### src/rtl/wb_arb2.sv
// rtl/wb_arb2.sv - two-master Wishbone arbiter with M0 anti-starvation and no-ack timeout
//
// Ports:
//   wb_clk_i, wb_rst_n          clock, asynchronous active-low reset
//   m0_* / m1_*                 master-side Wishbone (adr, dat, sel, we, cyc, stb in;
//                               gnt, ack, err out)
//   m_dat_o                     slave read data broadcast to both masters
//   s_adr_o .. s_stb_o          slave-side Wishbone driven from the current owner
//   s_ack_i, s_dat_i            OR of slave acks, muxed slave read data
module wb_arb2 #(
   parameter int BURST_MAX = 8,
   parameter int TIMEOUT   = 64
) (
   input  logic        wb_clk_i,
   input  logic        wb_rst_n,
   input  logic [15:0] m0_adr_i,
   input  logic [15:0] m0_dat_i,
   input  logic [1:0]  m0_sel_i,
   input  logic        m0_we_i,
   input  logic        m0_cyc_i,
   input  logic        m0_stb_i,
   output logic        m0_gnt_o,
   output logic        m0_ack_o,
   output logic        m0_err_o,
   input  logic [15:0] m1_adr_i,
   input  logic [15:0] m1_dat_i,
   input  logic [1:0]  m1_sel_i,
   input  logic        m1_we_i,
   input  logic        m1_cyc_i,
   input  logic        m1_stb_i,
   output logic        m1_gnt_o,
   output logic        m1_ack_o,
   output logic        m1_err_o,
   output logic [15:0] m_dat_o,
   output logic [15:0] s_adr_o,
   output logic [15:0] s_dat_o,
   output logic [1:0]  s_sel_o,
   output logic        s_we_o,
   output logic        s_cyc_o,
   output logic        s_stb_o,
   input  logic        s_ack_i,
   input  logic [15:0] s_dat_i
);

   localparam int TW = $clog2(TIMEOUT);
   localparam logic [TW-1:0] T_LAST = TW'(TIMEOUT - 1);
   localparam logic [7:0]    B_MAX  = 8'(BURST_MAX);

   typedef enum logic [1:0] {IDLE, GNT0, GNT1, ERR} state_t;

   state_t        state, state_nx;
   logic [7:0]    scnt, scnt_nx;
   logic [TW-1:0] tcnt, tcnt_nx;
   logic          owner, owner_nx;   // last granted master, selects who gets err
   logic          own_cyc, own_stb;

   always_ff @(posedge wb_clk_i or negedge wb_rst_n) begin
      if (!wb_rst_n) begin
         state <= IDLE;
         scnt  <= '0;
         tcnt  <= '0;
         owner <= 1'b0;
      end else begin
         state <= state_nx;
         scnt  <= scnt_nx;
         tcnt  <= tcnt_nx;
         owner <= owner_nx;
      end
   end

   assign own_cyc = (state == GNT1) ? m1_cyc_i : m0_cyc_i;
   assign own_stb = (state == GNT1) ? m1_stb_i : m0_stb_i;

   always_comb begin
      state_nx = state;
      scnt_nx  = scnt;
      tcnt_nx  = '0;               // cleared whenever not actively waiting on an ack
      owner_nx = owner;
      case (state)
         IDLE: begin
            if (m0_cyc_i && m1_cyc_i) begin
               // M1 is favoured until it has taken BURST_MAX grants over a waiting M0
               if (scnt >= B_MAX) begin
                  state_nx = GNT0;
                  owner_nx = 1'b0;
                  scnt_nx  = '0;
               end else begin
                  state_nx = GNT1;
                  owner_nx = 1'b1;
                  scnt_nx  = scnt + 8'd1;
               end
            end else if (m0_cyc_i) begin
               state_nx = GNT0;
               owner_nx = 1'b0;
               scnt_nx  = '0;
            end else if (m1_cyc_i) begin
               state_nx = GNT1;
               owner_nx = 1'b1;
            end
         end
         GNT0, GNT1: begin
            if (!own_cyc) begin
               state_nx = IDLE;
            end else if (own_stb && !s_ack_i) begin
               // an ack on the final clock takes this branch's else path, so ack wins
               if (tcnt == T_LAST) state_nx = ERR;
               else                tcnt_nx  = tcnt + 1'b1;
            end
         end
         ERR: state_nx = IDLE;
         default: state_nx = IDLE;
      endcase
   end

   always_comb begin
      s_adr_o  = '0;
      s_dat_o  = '0;
      s_sel_o  = '0;
      s_we_o   = 1'b0;
      s_cyc_o  = 1'b0;
      s_stb_o  = 1'b0;
      m0_ack_o = 1'b0;
      m1_ack_o = 1'b0;
      m0_err_o = 1'b0;
      m1_err_o = 1'b0;
      case (state)
         GNT0: begin
            s_adr_o  = m0_adr_i;
            s_dat_o  = m0_dat_i;
            s_sel_o  = m0_sel_i;
            s_we_o   = m0_we_i;
            s_cyc_o  = m0_cyc_i;
            s_stb_o  = m0_stb_i;
            m0_ack_o = s_ack_i;
         end
         GNT1: begin
            s_adr_o  = m1_adr_i;
            s_dat_o  = m1_dat_i;
            s_sel_o  = m1_sel_i;
            s_we_o   = m1_we_i;
            s_cyc_o  = m1_cyc_i;
            s_stb_o  = m1_stb_i;
            m1_ack_o = s_ack_i;
         end
         ERR: begin
            m0_err_o = !owner;
            m1_err_o = owner;
         end
         default: ;
      endcase
   end

   assign m0_gnt_o = (state == GNT0);
   assign m1_gnt_o = (state == GNT1);
   assign m_dat_o  = s_dat_i;

endmodule

### config.mk
export PLATFORM = sky130hd
export DESIGN_NAME = wb_arb2
export DESIGN_NICKNAME = d
export VERILOG_FILES = /design/src/rtl/wb_arb2.sv
export SDC_FILE = /design/constraint.sdc
export NUM_CORES = 1
export LEC_CHECK = 0
export CAP_MARGIN = 25
export CORE_UTILIZATION = 31
export DETAILED_ROUTE_END_ITERATION = 6
export PLACE_DENSITY_LB_ADDON = 0.15
export REMOVE_ABC_BUFFERS = 1
export SLEW_MARGIN = 25
export SYNTH_ARGS = -nofsm -noshare
export SYNTH_HDL_FRONTEND = slang
export SYNTH_SLANG_ARGS = --single-unit
### constraint.sdc
create_clock -name wb_clk_i -period 2.39 [get_ports wb_clk_i]
set_clock_uncertainty 0.2 [all_clocks]
set_input_delay 0.3585 -clock wb_clk_i [delete_from_list [all_inputs] [get_ports wb_clk_i]]
set_output_delay 0.3585 -clock wb_clk_i [all_outputs]
set_load 0.005 [all_outputs]
After elaboration in Yosys (flattened, before gate mapping)
Index checks and enable logic that the tools add are counted.
Storage, ports and cells
  flip-flop bits (word level): 17
  input bits: 93
  output and inout bits: 59
  logic and storage cells: 56
Operators by class
  add/sub/neg operators: 2
  order comparisons: 1
  equality and inequality tests: 7
  multiplexer cells: 31
  reductions and logical operators: 11
Operators with widths (number)
  $pmux W16 S2: 2
  $mux W6: 4
  $mux W8: 3
  $mux W2: 7
  $mux W1: 10
  $add A8 B1 Y8 const B: 1
  $ge A8 B4 Y1 const B: 1
  $add A6 B1 Y6 const B: 1
  $eq A6 B6 Y1 const B: 1
  $ne A3 B3 Y1 const B: 2
  $pmux W1 S2: 3
  $pmux W2 S3: 1
  $eq A2 B2 Y1 const B: 2
  $ne A4 B4 Y1 const B: 1
  $pmux W2 S2: 1
  $reduce_and A2 Y1: 2
  $reduce_and A3 Y1: 1
  $reduce_bool A3 Y1: 1
  $eq A2 B1 Y1 const B: 1
  $logic_and A1 B1 Y1: 2
  $logic_not A1 Y1: 2
  $logic_not A2 Y1: 1
  $reduce_bool A2 Y1: 1
  $reduce_or A2 Y1: 1

Longest topological paths before layout
  word-level depth: 6
  depth in mapped cells: 6

Worst setup path before layout
No wires, ideal clock.
  path type: register to output
  start point: reg state[1]
  end point: out s_adr_o[15]
  data arrival time: 1.487 ns
  required time: 1.832 ns
  setup slack: 0.344 ns
  cell stages (with the launch flop): 7
  path buffers: 2
  cells stage by stage: dfrtp_1 > inv_1 > ha_1 > clkbuf_1 > clkbuf_1 > a22oi_1 > nor2b_1
Between the ends
  word-level cells in the longest chain between the ends: 2
  elaborated cells on any way between the ends: 3
  classes of those cells: 2 x eq/ne; 1 x mux
Ends and longest elaborated chain
  start: declaration: line 51  | state_t state, state_nx;
  start signal: assignment: line 64  | state <= state_nx;
  $eq A2 B1 Y1
  named net m0_gnt_o: line 22  | output logic m0_gnt_o,
  $pmux W16 S2: line 126  | case (state)
  end: declaration: line 35  | output logic [15:0] s_adr_o,
The timed path passes the listed nets, and every way through them passes these cells.

Final worst setup path
  start point: reg state[1]
  end point: out s_dat_o[1]
Between the ends
  word-level cells in the longest chain between the ends: 2
  elaborated cells on any way between the ends: 3
  classes of those cells: 2 x eq/ne; 1 x mux
Ends and longest elaborated chain
  $eq A2 B2 Y1 or $eq A2 B1 Y1 (tied branches): line 126
  $pmux W16 S2 *: line 126
  end: declaration: line 36  | output logic [15:0] s_dat_o,
Every way passes the cells marked *; elsewhere a longest branch is shown, timed or not.

==> results_dict.tcl <==
set metrics [dict create \
    seqCellArea_um2 425.4 \
    hold_violations 0 \
    grt_pass1_wl_mm 8.114 \
    diodes 0 \
    path_common_cell "buf_4" \
    path_class "flop to output pin" \
    cts_buffers 3 \
    final_common_cell "clkdlybuf4s50_1" \
    reg2regPathDepth 8 \
    p_leak_nw 1.582 \
    slowest_delay_ns 0.38 \
    layout_setup_ws_ns 0.05438 \
    ant_nets 0 \
    fin_hold_ws_ns 0.2285 \
    setup_viol 0 \
    min_period_over_period_pct 97.72 \
    rows 25 \
    num_vias 1858 \
    hold_buffers 0 \
    synth-seq-cells 17 \
    dp_hpwl_mm 4.652 \
    p_per_area_nw_per_um2 940.1 \
    r2r-end "state[0]" \
    ys_seq_area_share_pct 26.25 \
    synthDistinctLibCells 33 \
    fin_cells 376 \
    synth_top_area_cell "dfrtp_1" \
    fmax_ghz 0.4282 \
    viasPerCell 4.941 \
    grtUsageTotal_pct 19.18 \
    crit_chain "buf_4 -> ha_4 -> buf_4 -> clkbuf_16 -> a22oi_1 -> nor2b_1 -> dlygate4sd2_1" \
    slowest_stage "dfrtp_1" \
    tightest_slew_ns 0.5162 \
    maxCapViolCount 0 \
    grt_pass1_vias 1578 \
    tns_ns 0 \
    cp.arrival_ns 1.78 \
    start_kind "flop" \
    postLayoutCoreUtil_pct 64.64 \
    synthTopCellsByArea "dfrtp_1 26%, a22oi_1 17%, nor2b_1 15%" \
    wirelength_mm 6.462 \
    die_y_um 74.30 \
    fillers 418 \
    layout-drive-gt1-share_pct 15.21 \
    final_nets 411 \
    path_max_fanout 10 \
    synth_area_um2 1620 \
    initial_utilization_pct 33.21 \
    cts_tree "done" \
    cts_root_buf "clkbuf_8" \
    clk_latency_ns 0.25 \
    cts_buffer_depth 2 \
    layout_common_cells "83 x clkdlybuf4s50_1, 38 x nor2b_1, 26 x a22oi_1, 21 x dlymetal6s2s_1, 17 x dfrtp_1" \
    drtIter0Drc 62 \
    place_congestion 0.8262 \
    antenna_found_initial 0 \
    core-area_um2 4880 \
    rsz0062_at_grt "true" \
    placed_cell_area_um2 2854 \
    reg2reg_setup_slack_ns 0.18 \
    area_growth_pct 94.67 \
    portBuffers 119 \
    r2r-start "state[1]" \
    wl_per_cell_um 17.19 \
    die_width_um 74.30 \
    peakVddDrop_uv 613.0 \
    clock-sinks 17 \
    grt_overflow_total 0 \
    dieArea_um2 5520 \
    io_pins 152 \
    placed_cells 364 \
    yosys_warnings 0 \
    hp-class "input port to asynchronous set/reset pin" \
    synth_top_area_share_pct 26.25 \
    drtPass1Iterations 4 \
    dp_slack_ns 0.08956 \
    slew_headroom_pct 65.22 \
    drc 0 \
    fin_area_um2 3154 \
    syn_inst 197 \
    startpoint "state[1]" \
    cts-htree-levels 1 \
    crit_required_ns 1.83 \
    p_total_mw 2.965 \
    grt_max_degree 27 \
    multi_input_area_um2 1095 \
    clkTransAtPathRegs_ns 0.06 \
    fin_crit_ns 2.336 \
    status "finished clean" \
    finalMaxSlewViolations 0 \
    avgSynthCellArea_um2 8.225 \
    setup.worst_path.end_class "output pin" \
]
==> cell usage after synthesis <==
cell type	n
xor2_1	1
buf_4	16
o22a_2	1
ha_1	8
o21bai_1	1
mux2i_1	2
o21ai_1	1
o21ai_0	6
xnor2_1	4
nor2b_1	38
nand4_1	1
nor4_1	1
a21oi_1	2
mux2_2	2
or4_4	1
nor2_1	9
and3_2	1
buf_1	3
o22ai_1	1
and4bb_2	1
nand2_1	10
inv_1	5
a22oi_1	37
nor3_1	2
and2_1	6
nor2_8	1
dfrtp_1	17
buf_2	1
clkbuf_1	10
nand3_1	5
a22o_1	1
and2_2	1
or2b_1	1
==> critical path, delay by kind of cell, from the launching register on <==
kind | cells | cell delay (ns)
and+or+nand+nor | 1 | 0.07
adders and majority gates | 1 | 0.18
buffers and inverters | 4 | 0.72
DFF | 1 | 0.38
AOI/OAI and AO/OA | 1 | 0.17
==> repair_timing <==
action / CTS / global route
gates resized for setup: 23 / 35
pin swaps: 0 / 1
setup endpoints to repair: 39 / 22
cloned: 0 / 3
setup buffers: 2 / 3
==> power breakdown <==
group / switching [mW] / internal [mW]
Combinational: 0.960 / 1.42
Sequential: 0.0392 / 0.338
Clock: 0.0960 / 0.116
Total: 1.09 / 1.87
==> metal layers <==
metal  share of wire (%)  global-route usage (%)  up-vias
met3                  10                   6.369        8
met5                   0                       0        -
li1                    -                       -      897
met4                 1.4                   5.451        0
met2                  49                   32.73       96
met1                  39                   23.05      857
==> area by class of cell <==
class / instances / share of cell area (%)
Clock inverter: 1 / 0.1587
Multi-Input combinational cell: 145 / 34.71
Clock buffer: 3 / 1.309
Sequential cell: 17 / 13.49
Inverter: 5 / 0.5950
Tap cell: 67 / 2.658
Timing Repair Buffer: 138 / 47.08
==> registers in the layout, summed over array words and instances, names as in the netlist <==
register / flops
state: 2
tcnt: 6
scnt: 8
owner: 1
==> cells by family after synthesis <==
| family | after synthesis | synth area share [%] |
|---|---|---|
| xor gates and xnor gates | 5 | 2.703 |
| DFF | 17 | 26.25 |
| and+or+nand+nor | 78 | 28.42 |
| buffers and inverters | 35 | 11.89 |
| muxes | 4 | 2.625 |
| AOI/OAI and AO/OA | 50 | 21.93 |
| adders and majority gates | 8 | 6.178 |
==> worst max path at each step <==
| stage | to | slack [ns] | cells after the start |
|---|---|---|---|
| after floorplan | state[0] | -0.20 | 6 |
| after global placement | s_we_o | 0.12 | 6 |
| after detailed placement | s_we_o | 0.09 | 6 |
| after CTS | s_adr_o[9] | 0.00007 | 6 |
| after global routing | s_dat_o[5] | -0.005 | 7 |
| final | s_dat_o[1] | 0.05 | 7 |
(Power assumes the default switching activity.)
